[config.mk]
export PLATFORM = sky130hd
export DESIGN_NAME = hdmi_audio_feeder
export DESIGN_NICKNAME = d
export VERILOG_FILES = /design/src/rtl/hdmi_audio_pkg.sv /design/src/rtl/audio_fifo_ram.sv /design/src/rtl/hdmi_audio_feeder.sv
export SDC_FILE = /design/constraint.sdc
export NUM_CORES = 1
export LEC_CHECK = 0
export ABC_AREA = 1
export CAP_MARGIN = 10
export CORE_ASPECT_RATIO = 0.9
export CORE_MARGIN = 1
export CORE_UTILIZATION = 45
export CTS_BUF_LIST = sky130_fd_sc_hd__clkbuf_2 sky130_fd_sc_hd__clkbuf_4 sky130_fd_sc_hd__clkbuf_8
export CTS_CLUSTER_SIZE = 8
export DETAILED_ROUTE_END_ITERATION = 12
export DONT_BUFFER_PORTS = 1
export PLACE_DENSITY_LB_ADDON = 0.3
export SYNTH_ARGS = -nofsm -noshare
export SYNTH_HDL_FRONTEND = slang
export SYNTH_SLANG_ARGS = --single-unit
[constraint.sdc]
create_clock -name clk -period 6.7 [get_ports clk]
set_input_delay 1.675 -clock clk [delete_from_list [all_inputs] [get_ports clk]]
set_output_delay 1.675 -clock clk [all_outputs]
set_load 0.01 [all_outputs]
[src/rtl/hdmi_audio_pkg.sv]
// Shared definitions for the HDMI audio feeder path.
//   feeder_state_e : priming state machine encoding (PRIME = silence, RUN = draining)
//   AUDIO_SAMPLE_W : width of one PCM channel sample
//   UNDERRUN_CNT_W : width of the saturating underrun event counter
package hdmi_audio_pkg;

   typedef enum logic {
      FEEDER_PRIME = 1'b0,
      FEEDER_RUN   = 1'b1
   } feeder_state_e;

   localparam int AUDIO_SAMPLE_W = 16;
   localparam int UNDERRUN_CNT_W = 8;

endpackage

[src/rtl/audio_fifo_ram.sv]
// Simple dual-port storage for the audio FIFO: synchronous write, registered read.
// Written without reset or bypass so it maps onto distributed or block RAM.
//   clk     : clock
//   wr_en   : write wr_data at wr_addr on this edge
//   wr_addr : write address
//   wr_data : write data ({left, right})
//   rd_en   : load rd_data from rd_addr on this edge, otherwise hold
//   rd_addr : read address
//   rd_data : registered read data (old contents on a same-address write)
module audio_fifo_ram #(
   parameter int ADDR_W = 4,
   parameter int DATA_W = 32
) (
   input  logic              clk,
   input  logic              wr_en,
   input  logic [ADDR_W-1:0] wr_addr,
   input  logic [DATA_W-1:0] wr_data,
   input  logic              rd_en,
   input  logic [ADDR_W-1:0] rd_addr,
   output logic [DATA_W-1:0] rd_data
);

   logic [DATA_W-1:0] mem [2**ADDR_W];
   logic [DATA_W-1:0] rd_data_q;

   always_ff @(posedge clk) begin
      if (wr_en) begin
         mem[wr_addr] <= wr_data;
      end
   end

   always_ff @(posedge clk) begin
      if (rd_en) begin
         rd_data_q <= mem[rd_addr];
      end
   end

   assign rd_data = rd_data_q;

endmodule

[src/rtl/hdmi_audio_feeder.sv]
// Audio feeder in front of hdmi_interface. Buffers stereo PCM pairs from a
// valid/ready producer and hands one pair per audio_sample_strobe to the consumer.
// A two-state machine plays silence until PRIME_LEVEL entries are buffered and
// falls back to priming (counting the event) whenever a strobe finds it empty.
//   clk, rst_n          : clock, asynchronous active-low reset
//   in_valid/in_ready   : producer handshake, in_left/in_right the stereo pair
//   audio_sample_strobe : consumer takes the current pair, advance to the next
//   audio_sample_left/right : current pair (0 while silent)
//   fill_level          : entries stored
//   running             : state is RUN
//   underrun_count      : saturating count of underrun events
module hdmi_audio_feeder
   import hdmi_audio_pkg::*;
#(
   parameter int DEPTH_LOG2  = 4,
   parameter int PRIME_LEVEL = 8
) (
   input  logic                             clk,
   input  logic                             rst_n,
   input  logic                             in_valid,
   output logic                             in_ready,
   input  logic signed [AUDIO_SAMPLE_W-1:0] in_left,
   input  logic signed [AUDIO_SAMPLE_W-1:0] in_right,
   input  logic                             audio_sample_strobe,
   output logic signed [AUDIO_SAMPLE_W-1:0] audio_sample_left,
   output logic signed [AUDIO_SAMPLE_W-1:0] audio_sample_right,
   output logic        [DEPTH_LOG2:0]       fill_level,
   output logic                             running,
   output logic        [UNDERRUN_CNT_W-1:0] underrun_count
);

   localparam int                    DEPTH      = 1 << DEPTH_LOG2;
   localparam logic [DEPTH_LOG2:0]   FULL_LEVEL = (DEPTH_LOG2+1)'(DEPTH);
   localparam logic [DEPTH_LOG2:0]   PRIME_LVL  = (DEPTH_LOG2+1)'(PRIME_LEVEL);
   localparam logic [DEPTH_LOG2:0]   FILL_ONE   = (DEPTH_LOG2+1)'(1);
   localparam logic [DEPTH_LOG2-1:0] PTR_ONE    = DEPTH_LOG2'(1);
   localparam logic [UNDERRUN_CNT_W-1:0] CNT_MAX = '1;

   feeder_state_e               state_q, state_d;
   logic [DEPTH_LOG2-1:0]       wr_ptr_q, wr_ptr_d;
   logic [DEPTH_LOG2-1:0]       rd_ptr_q, rd_ptr_d;
   logic [DEPTH_LOG2:0]         fill_q, fill_d;
   logic                        silence_q, silence_d;
   logic [UNDERRUN_CNT_W-1:0]   underrun_q, underrun_d;

   logic                        push;
   logic                        pop;
   logic                        strobe_run;
   logic                        underrun;
   logic [2*AUDIO_SAMPLE_W-1:0] ram_rd_data;

   // Handshake and FIFO events, all from registered state
   always_comb begin
      in_ready   = (fill_q != FULL_LEVEL);
      push       = in_valid && in_ready;
      strobe_run = audio_sample_strobe && (state_q == FEEDER_RUN);
      pop        = strobe_run && (fill_q != '0);
      underrun   = strobe_run && (fill_q == '0);
   end

   // Pointers and fill counter
   always_comb begin
      wr_ptr_d = wr_ptr_q;
      rd_ptr_d = rd_ptr_q;
      fill_d   = fill_q;
      if (push) begin
         wr_ptr_d = wr_ptr_q + PTR_ONE;
      end
      if (pop) begin
         rd_ptr_d = rd_ptr_q + PTR_ONE;
      end
      case ({push, pop})
         2'b10:   fill_d = fill_q + FILL_ONE;
         2'b01:   fill_d = fill_q - FILL_ONE;
         default: fill_d = fill_q;
      endcase
   end

   // Priming state machine. The output pair lives in the RAM read register;
   // silence_q masks it to zero after reset, on PRIME strobes and on underruns,
   // and a pop clears it as the fresh head entry is loaded.
   always_comb begin
      state_d    = state_q;
      silence_d  = silence_q;
      underrun_d = underrun_q;
      case (state_q)
         FEEDER_PRIME: begin
            if (audio_sample_strobe) begin
               silence_d = 1'b1;
            end
            if (fill_q >= PRIME_LVL) begin
               state_d = FEEDER_RUN;
            end
         end
         FEEDER_RUN: begin
            if (pop) begin
               silence_d = 1'b0;
            end else if (underrun) begin
               silence_d = 1'b1;
               state_d   = FEEDER_PRIME;
               if (underrun_q != CNT_MAX) begin
                  underrun_d = underrun_q + 1'b1;
               end
            end
         end
         default: state_d = FEEDER_PRIME;
      endcase
   end

   always_ff @(posedge clk or negedge rst_n) begin
      if (!rst_n) begin
         state_q    <= FEEDER_PRIME;
         wr_ptr_q   <= '0;
         rd_ptr_q   <= '0;
         fill_q     <= '0;
         silence_q  <= 1'b1;
         underrun_q <= '0;
      end else begin
         state_q    <= state_d;
         wr_ptr_q   <= wr_ptr_d;
         rd_ptr_q   <= rd_ptr_d;
         fill_q     <= fill_d;
         silence_q  <= silence_d;
         underrun_q <= underrun_d;
      end
   end

   audio_fifo_ram #(
      .ADDR_W (DEPTH_LOG2),
      .DATA_W (2*AUDIO_SAMPLE_W)
   ) u_ram (
      .clk     (clk),
      .wr_en   (push),
      .wr_addr (wr_ptr_q),
      .wr_data ({in_left, in_right}),
      .rd_en   (pop),
      .rd_addr (rd_ptr_q),
      .rd_data (ram_rd_data)
   );

   always_comb begin
      audio_sample_left  = silence_q ? '0 : $signed(ram_rd_data[2*AUDIO_SAMPLE_W-1:AUDIO_SAMPLE_W]);
      audio_sample_right = silence_q ? '0 : $signed(ram_rd_data[AUDIO_SAMPLE_W-1:0]);
      fill_level         = fill_q;
      running            = (state_q == FEEDER_RUN);
      underrun_count     = underrun_q;
   end

endmodule
=== Word-level counts from Yosys, hierarchy flattened ===
Memory sizes are Yosys's and may differ from the RTL's. A register that Yosys moved wholly into a read port is not among the register bits.
Index checks and enable logic that the tools add are counted.

* RAM bits: 512
* Memories: 1
* Input port bits: 36
* Register bits after elaboration: 23
* Output and inout bits: 47

{| class="wikitable"
|+ Memory list
! memory !! words !! bits a word !! read ports !! clocked after memory_dff !! wr ports !! line !! text
|-
| u_ram.mem || 16 || 32 || 1 || 1 || 1 || audio_fifo_ram.sv:23 || <nowiki>logic [DATA_W-1:0] mem [2**ADDR_W];</nowiki>
|}

* Add/sub/neg operators: 5
* Magnitude comparators: 1
* Muxes and demuxes: 13
* Equal/unequal tests: 6
* Reduce and logical (&&, ||, !) cells: 9
* Bitwise gates (word level): 2

{| class="wikitable"
|+ Operators by type and width
! kind !! count
|-
| 2-to-1 mux 16 bit || 2
|-
| one-hot mux 5 bit (2 select lines) || 1
|-
| adder 4 x 1 -> 4 bit (second input constant) || 2
|-
| adder 8 x 1 -> 8 bit (second input constant) || 1
|-
| 2-to-1 mux 1 bit || 8
|-
| inequality test 8 bit (second input constant) || 1
|-
| adder 5 x 1 -> 5 bit (second input constant) || 1
|-
| >= comparator 5 x 4 -> 1 bit (second input constant) || 1
|-
| logical NOT 5 bit || 1
|-
| inequality test 5 bit (second input constant) || 1
|-
| nonzero test 5 bit || 1
|-
| subtractor 5 x 1 -> 5 bit (second input constant) || 1
|-
| logical AND 1 bit || 4
|-
| one-hot mux 1 bit (2 select lines) || 2
|-
| AND reduction 4 bit || 1
|-
| inequality test 3 x 1 -> 1 bit (second input constant) || 1
|-
| == test 2 x 1 -> 1 bit (second input constant) || 1
|-
| == test 2 bit (second input constant) || 1
|-
| inequality test 2 bit (second input constant) || 1
|-
| NOT 1 bit || 2
|-
| AND reduction 2 bit || 1
|-
| nonzero test 2 bit || 1
|}

=== Logic depth before layout (Yosys ltp) ===
Gate-level depths: netlist of run 1.

* Depth after elaboration: 5
* Depth in mapped cells: 16

=== Cells and area by module ===
A second synthesis of run 1 with hierarchy kept.

* Cell total of the unflattened synthesis: 2359
* Area total of the unflattened synthesis: 24632.4 um^2

{| class="wikitable"
|+ Modules (own cells, without submodules)
! module !! cells each !! times used !! area each (um^2)
|-
| audio_fifo_ram || 2120 || 1 || 23050.9
|-
| hdmi_audio_feeder || 239 || 1 || 1581.5
|}

=== Worst setup path after synthesis of run 1 ===
Ideal clock, no wire load.

* Path kind: input to register
* Start: input audio_sample_strobe
* End: register fill_q[4], in the netlist fill_level[4]
* Setup slack: 2839 ps
* Library setup time: 117 ps
* Arrival time: 3743 ps
* Stages: 15
* Buffers on the path: 0
* Cell sequence: nand2_1 inv_1 nand2_1 inv_1 ha_1 inv_1 nand2_1 nand2_1 ha_1 inv_1 nand2_1 nand3_1 nand3_1 nand3_1 nand2_1

* Cells in the longest elaborated chain, start to end: 4

{| class="wikitable"
|+ Ends and longest elaborated chain
! element !! line !! text
|-
| start, declared || hdmi_audio_feeder.sv:24 || <nowiki>input logic audio_sample_strobe,</nowiki>
|-
| logical AND 1 bit (*) || hdmi_audio_feeder.sv:56 || <nowiki>strobe_run = audio_sample_strobe && (state_q == FEEDER_RUN);</nowiki>
|-
| logical AND 1 bit (*) || hdmi_audio_feeder.sv:57 || <nowiki>pop = strobe_run && (fill_q != '0);</nowiki>
|-
| net pop || hdmi_audio_feeder.sv:47 || <nowiki>logic pop;</nowiki>
|-
| == test 2 x 1 -> 1 bit / == test 2 bit (equally long branches) || hdmi_audio_feeder.sv:72 || <nowiki>case ({push, pop})</nowiki>
|-
| one-hot mux 5 bit (2 select lines) / nonzero test 2 bit (equally long branches) || n/a ||
|-
| end signal, assigned || hdmi_audio_feeder.sv:122 || <nowiki>fill_q <= fill_d;</nowiki>
|-
| end, declared || hdmi_audio_feeder.sv:42 || <nowiki>logic [DEPTH_LOG2:0] fill_q, fill_d;</nowiki>
|}

Mark *: on every way through the listed nets, which the timed path passes. The rest lies on a longest branch.
A chain may end at the register's enable or synchronous reset.

=== Worst setup path after layout of run 1 ===
* Start: register silence_q
* End: output audio_sample_left[6]

* Cells in the longest elaborated chain, start to end: 1

{| class="wikitable"
|+ Ends and longest elaborated chain
! element !! line !! text
|-
| start, declared || hdmi_audio_feeder.sv:43 || <nowiki>logic silence_q, silence_d;</nowiki>
|-
| start signal, assigned || hdmi_audio_feeder.sv:123 || <nowiki>silence_q <= silence_d;</nowiki>
|-
| 2-to-1 mux 16 bit || hdmi_audio_feeder.sv:142 || <nowiki>audio_sample_left = silence_q ? '0 : $signed(ram_rd_data[2*AUDIO_SAMPLE_W-1:AUDIO_SAMPLE_W]);</nowiki>
|-
| end, declared || hdmi_audio_feeder.sv:25 || <nowiki>output logic signed [AUDIO_SAMPLE_W-1:0] audio_sample_left,</nowiki>
|}

No other way between the ends.

==> results of run 1 <==
-- area by class of cell --
| type | count | area, µm² |
|---|---|---|
| clock buffer | 132 | 1560 |
| inverter | 156 | 598 |
| clock inverter | 22 | 110 |
| multi-input combinational | 1065 | 5180 |
| timing repair buffer | 20 | 183 |
| sequential | 567 | 16900 |
| fill | 4431 | 25300 |
| tap | 680 | 851 |
-- registers in the layout (all words and copies together), names as in the netlist --
signal,cells
running,1
silence_q,1
rd_ptr_q,4
u_ram.mem,512
wr_ptr_q,4
underrun_count,8
fill_level,5
u_ram.rd_data,32
-- routing by layer --
metal	up-vias	routed length, µm	global-route usage (%)
met1	7074	23600	27.9
met5	-	0	0
met2	454	25400	33.2
met4	0	1160	6.37
li1	6643	-	-
met3	81	3200	4.00
-- layout by cell type (no fill, tap or decap), types with 3 or more instances in the layout --
master      count
a21oi_1         7
buf_4          18
clkbuf_4       41
clkbuf_8       91
clkinv_1       15
clkinvlp_4      4
dfrtp_1        18
dfrtp_2         3
edfxtp_1      544
ha_1            9
inv_1         151
inv_6           3
nand2_1       178
nand3_1       201
nor2_1        341
nor2_2         28
nor2_4         16
o211ai_1       87
o21ai_0       118
o21ai_1        57
o21ai_2         3
xnor2_1         5
xor2_1         10
-- where the power goes --
group	switching [mW]	leakage, nW	internal [mW]
sequential	0.295	5.22	4.43
combinational	2.26	2.89	0.934
clock	1.30	0.882	1.48
-- how the worst max path moves through the flow --
stage	from	end	slack [ns]	cells past startpoint
final	silence_q	audio_sample_left[6]	2.98	1
after detailed placement	in_valid	u_ram.mem[2][25]	2.91	4
after CTS	silence_q	audio_sample_left[6]	2.79	1
after global placement	in_valid	u_ram.mem[2][22]	2.95	4
after global routing	silence_q	audio_sample_left[6]	2.78	1
after floorplan	audio_sample_strobe	fill_level[4]	2.84	15
-- through the flow --
step	setup WS, ns	hold slack, ns	total power [mW]	utilization [%]
global placement	2.95	0.547	7.94	46.7
global route	2.78	0.611	11.4	50.0
CTS	2.79	0.562	10.8	50.0
detailed placement	2.91	0.551	8.01	46.7
floorplan	2.84	0.501	7.23	-
finish	2.98	0.562	10.7	50.0
-- kinds of logic after synthesis --
family                     Yosys count  share of synthesized area, %
AOI/OAI and AO/OA                  273                          6.86
xor gates and xnor gates            15                         0.564
adders and majority gates            9                         0.484
buffers and inverters              265                          5.64
DFF                                567                          72.6
and+or+nand+nor                    768                          13.8
==> results.tsv, run 1 <==
stage	metric	value	unit
setup_path	worst stage delay on the critical path	1.15	ns
setup_path	Crit path max-delay family	flip-flops	
global_route	Congestion Overflow GR	0	
synthesis	most frequent cell after synthesis	edfxtp_1	
outcome	outcome	completed	
power	VDD IR max	0.000381	V
timing	slew of the pin with the lowest slew margin	1.22	ns
die	Initial Util	45.9	%
min_path	hold crit path type	register to register	
setup_path	crit path cell chain	nor2_1	
cts	Max clock buf depth	3	
synthesis	Syn Inst Count	1897	
die	chip width	242	µm
synthesis	Post-synth EDFFs	544	
synthesis	synth unique cells	31	
setup_path	Buf/Inv on CP	0	
setup_path	reg2reg end	u_ram.rd_data[28]	
timing	TNS Setup	0	ns
min_path	hold-critical path endpoint	wr_ptr_q[2]	
cts	Clk pin slew, worst setup/hold paths	0.06	ns
die	top-level port count	83	
setup_path	Startpoint Class	register	
cts	Num Clock Sinks	567	
cts	cts repair resizes	0	
die	Die Y	218	µm
power	leakage power total	8.99	nW
cts	total CTS buffers	90	
routing	Final ANT Viol Nets	0	
place	Post-DP HPWL	27600	µm
synthesis	synth cell count leaders	544 x edfxtp_1, 357 x nor2_1, 201 x nand3_1	
synthesis	synthesized flop and latch total	567	
place	placed cell count	2487	
synthesis	Avg Inst Size Synth	12.3	µm²
place	Port Buffers	0	
finish	Area growth syn-to-layout	9.09	%
setup_path	Crit Path Max Fanout	33	
die	die area	0.0527	mm²
min_path	worst hold start	wr_ptr_q[2]	
timing	crit share post-route	55.6	%
synthesis	YS warnings	0	
finish	fin area	0.0254	mm²
setup_path	RR Startpoint	rd_ptr_q[1]	
cts	Post-CTS Repair Setup Buffers	0	
job	Max Cap Viol	0	
finish	layout net count	1945	
cts	Clock Latency Late Sink	0.67	ns
power	pwr/cell area	421	mW/mm²
setup_path	path depth of the worst reg2reg path	7	
timing	Final Setup Violations	0	
min_path	Hold Path Stages	1	
finish	share of cells above drive strength 1	11.1	%
synthesis	Main synth FF type	edfxtp_1	
routing	First-pass DRT Iterations	5	
cts	depth of the CTS H-tree	3	
cts	CTS tree	yes	
global_route	maximum number of pins on one net before global-route repair	225	
place	Placed Area	0.0237	mm²
synthesis	area leader, netlist	edfxtp_1	
setup_path	flop-to-flop setup slack	3.66	ns
place	GPL Wtd Cong	0.794	
cts	# hold bufs at CTS	0	
setup_path	CP max stage cell	dfstp_2	
synthesis	Async SR Flop Fraction	4.06	%
timing	fin. max-slew vios	0	
die	# rows	78	
global_route	first-pass GRT wire length	82200	µm
die	Placeable Area	0.0507	mm²
global_route	total track usage	20.5	%
timing	post-route minimum period	3.72	ns
timing	fmax	269	MHz
routing	Post-route DRC	0	
global_route	vias in the first global route	14016	
timing	slew margin rel.	18.5	%
setup_path	crit path capture type	primary output	
routing	final wirelength	53400	µm
synthesis	syn_nets	1942	
timing	Final Hold Fails	0	
timing	Final Skew	0.0298	ns
finish	final cell count without fillers	2642	
global_route	initial antenna violation count	0	
routing	via-per-instance ratio	5.39	
timing	RSZ-0062 raised after global routing	no	
setup_path	crit path DAT	2.05	ns
synthesis	post-synth top area share	70.2	%
synthesis	Synth Cell Area	0.0233	mm²
synthesis	sequential-to-total area share from yosys stat	72.6	%
finish	ANT cells	0	
routing	via count	14252	
synthesis	Synth area leaders	edfxtp_1 70%, nor2_1 5.8%, nand3_1 4.3%, nand2_1 2.9%, o211ai_1 2.8%	
cts	Root Driver	clkbuf_8	
routing	Avg WL per Cell	20.2	µm
routing	DR iter-0 viols	1254	
setup_path	critical path data required time	5.03	ns
setup_path	WS Path Type	register to primary output	
No activity file was read; power rests on OpenSTA's default activity.
==> inputs of run 2 (changes only) <==
- clock period: 6.7 -> 3.5 ns (I/O delays scaled with it)
==> results.tsv, run 2 (synthesis results as in run 1) <==
stage	metric	value	unit
setup_path	crit path DAT	2.00	ns
cts	total CTS buffers	91	
finish	Largest Register	u_ram.mem	
finish	most frequent cells in the layout	544 x edfxtp_1, 341 x nor2_1, 201 x nand3_1	
finish	Area growth syn-to-layout	10.7	%
timing	TNS Setup	0	ns
routing	DR iter-0 viols	1359	
timing	RSZ-0062 raised after global routing	no	
finish	Final Util	50.8	%
finish	most common cell after layout, fill and taps aside	edfxtp_1	
cts	Root Driver	clkbuf_8	
setup_path	Startpoint Class	register	
power	pwr/cell area	811	mW/mm²
global_route	vias in the first global route	13878	
place	GPL Wtd Cong	0.804	
cts	Clock Latency Late Sink	0.66	ns
cts	CTS tree	yes	
cts	Post-CTS Repair Setup Buffers	0	
global_route	maximum number of pins on one net before global-route repair	164	
timing	Setup WS post-layout	0.623	ns
min_path	hold crit path type	primary input to async pin	
timing	fin. max-slew vios	0	
place	Post-DP HPWL	27900	µm
die	Initial Util	45.9	%
global_route	initial antenna violation count	0	
setup_path	WS Path Type	register to primary output	
global_route	total track usage	20.7	%
job	Max Cap Viol	0	
timing	crit share post-route	82.2	%
timing	slew margin rel.	26.6	%
routing	via-per-instance ratio	5.28	
die	Placeable Area	0.0507	mm²
setup_path	crit path capture type	primary output	
routing	Post-route DRC	0	
outcome	outcome	completed	
place	Port Buffers	0	
routing	Final ANT Viol Nets	0	
timing	Final Hold Fails	0	
routing	via count	14077	
global_route	first-pass GRT wire length	82400	µm
setup_path	flop-to-flop setup slack	0.81	ns
finish	ANT cells	0	
setup_path	Crit Path Max Fanout	24	
power	leakage power total	9.19	nW
setup_path	critical path data required time	2.62	ns
cts	depth of the CTS H-tree	3	
routing	First-pass DRT Iterations	5	
timing	post-route minimum period	2.88	ns
finish	fill cell count	4406	
die	Die Y	218	µm
finish	layout net count	1963	
cts	Num Clock Sinks	567	
cts	Clk pin slew, worst setup/hold paths	0.06	ns
timing	slew of the pin with the lowest slew margin	1.10	ns
routing	Avg WL per Cell	20.1	µm
routing	final wirelength	53700	µm
timing	Final Setup Violations	0	
cts	Max clock buf depth	3	
global_route	Congestion Overflow GR	0	
die	chip width	242	µm
place	pre-CTS WS	0.746	ns
finish	max reg flops	512	
die	top-level port count	83	
die	# rows	78	
timing	fmax	348	MHz
timing	Final Skew	0.0187	ns
die	die area	0.0527	mm²
finish	share of cells above drive strength 1	12.2	%
power	VDD IR max	0.000533	V
==> run 2: final timing paths <==
| kind | depth (start not counted) | startpoint | to |
|---|---|---|---|
| setup / recovery | 2 | silence_q | audio_sample_left[15] |
| hold reg to reg | 1 | wr_ptr_q[2] | wr_ptr_q[2] |
| hold / removal | 0 | rst_n | silence_q |
| min in group clk | 0 | in_right[6] | u_ram.mem[14][6] |
| max in group asynchronous | 2 | rst_n | rd_ptr_q[1] |
| setup reg to reg | 7 | fill_level[3] | u_ram.mem[3][27] |
==> run 2: final cells by class <==
class | instances | area (µm²) | share of cell area [%]
multi-input combinational | 1065 | 5180 | 20.1
sequential | 567 | 16900 | 65.6
tap | 680 | 851 | 3.30
clock buffer | 141 | 1680 | 6.51
inverter | 156 | 598 | 2.32
timing repair buffer | 37 | 430 | 1.67
clock inverter | 21 | 130 | 0.505
==> run 2: critical path, stage by stage, from the launching register on <==
cell     delay (ns)
dfstp_2        0.75
buf_4          0.42
nor2_1         0.18
==> run 2: through the flow <==
step	hold slack (ns)	total power, mW	cell area [µm²]	std cells
floorplan	0.501	13.8	23300	1897
global placement	0.536	15.4	23900	2503
detailed placement	0.536	15.5	23900	2503
CTS	0.00327	21.1	25800	2667
global route	0.0134	22.2	25800	2667
finish	0.0624	20.9	25800	2667
==> run 2: routing by layer <==
metal  track usage [%]  up-vias  routed length (µm)
met5                 0        -                   0
met4              6.50        0                1200
met3              3.96       92                3560
met2              32.8      454               25000
met1              28.9     6851               23900
li1                  -     6680                   -
==> run 2: repair_timing <==
item,4_1_cts,5_1_grt
endpoints found under the hold margin,22,0
gates resized for setup,0,0
hold buffers,2,0
==> run 2: report_power, final <==
group,switching (mW),leakage [nW],internal (mW),total (mW)
Combinational,4.51,3.01,1.90,6.41
Clock,2.50,0.959,3.11,5.61
Sequential,0.412,5.22,8.47,8.89
Total,7.42,9.19,13.5,20.9
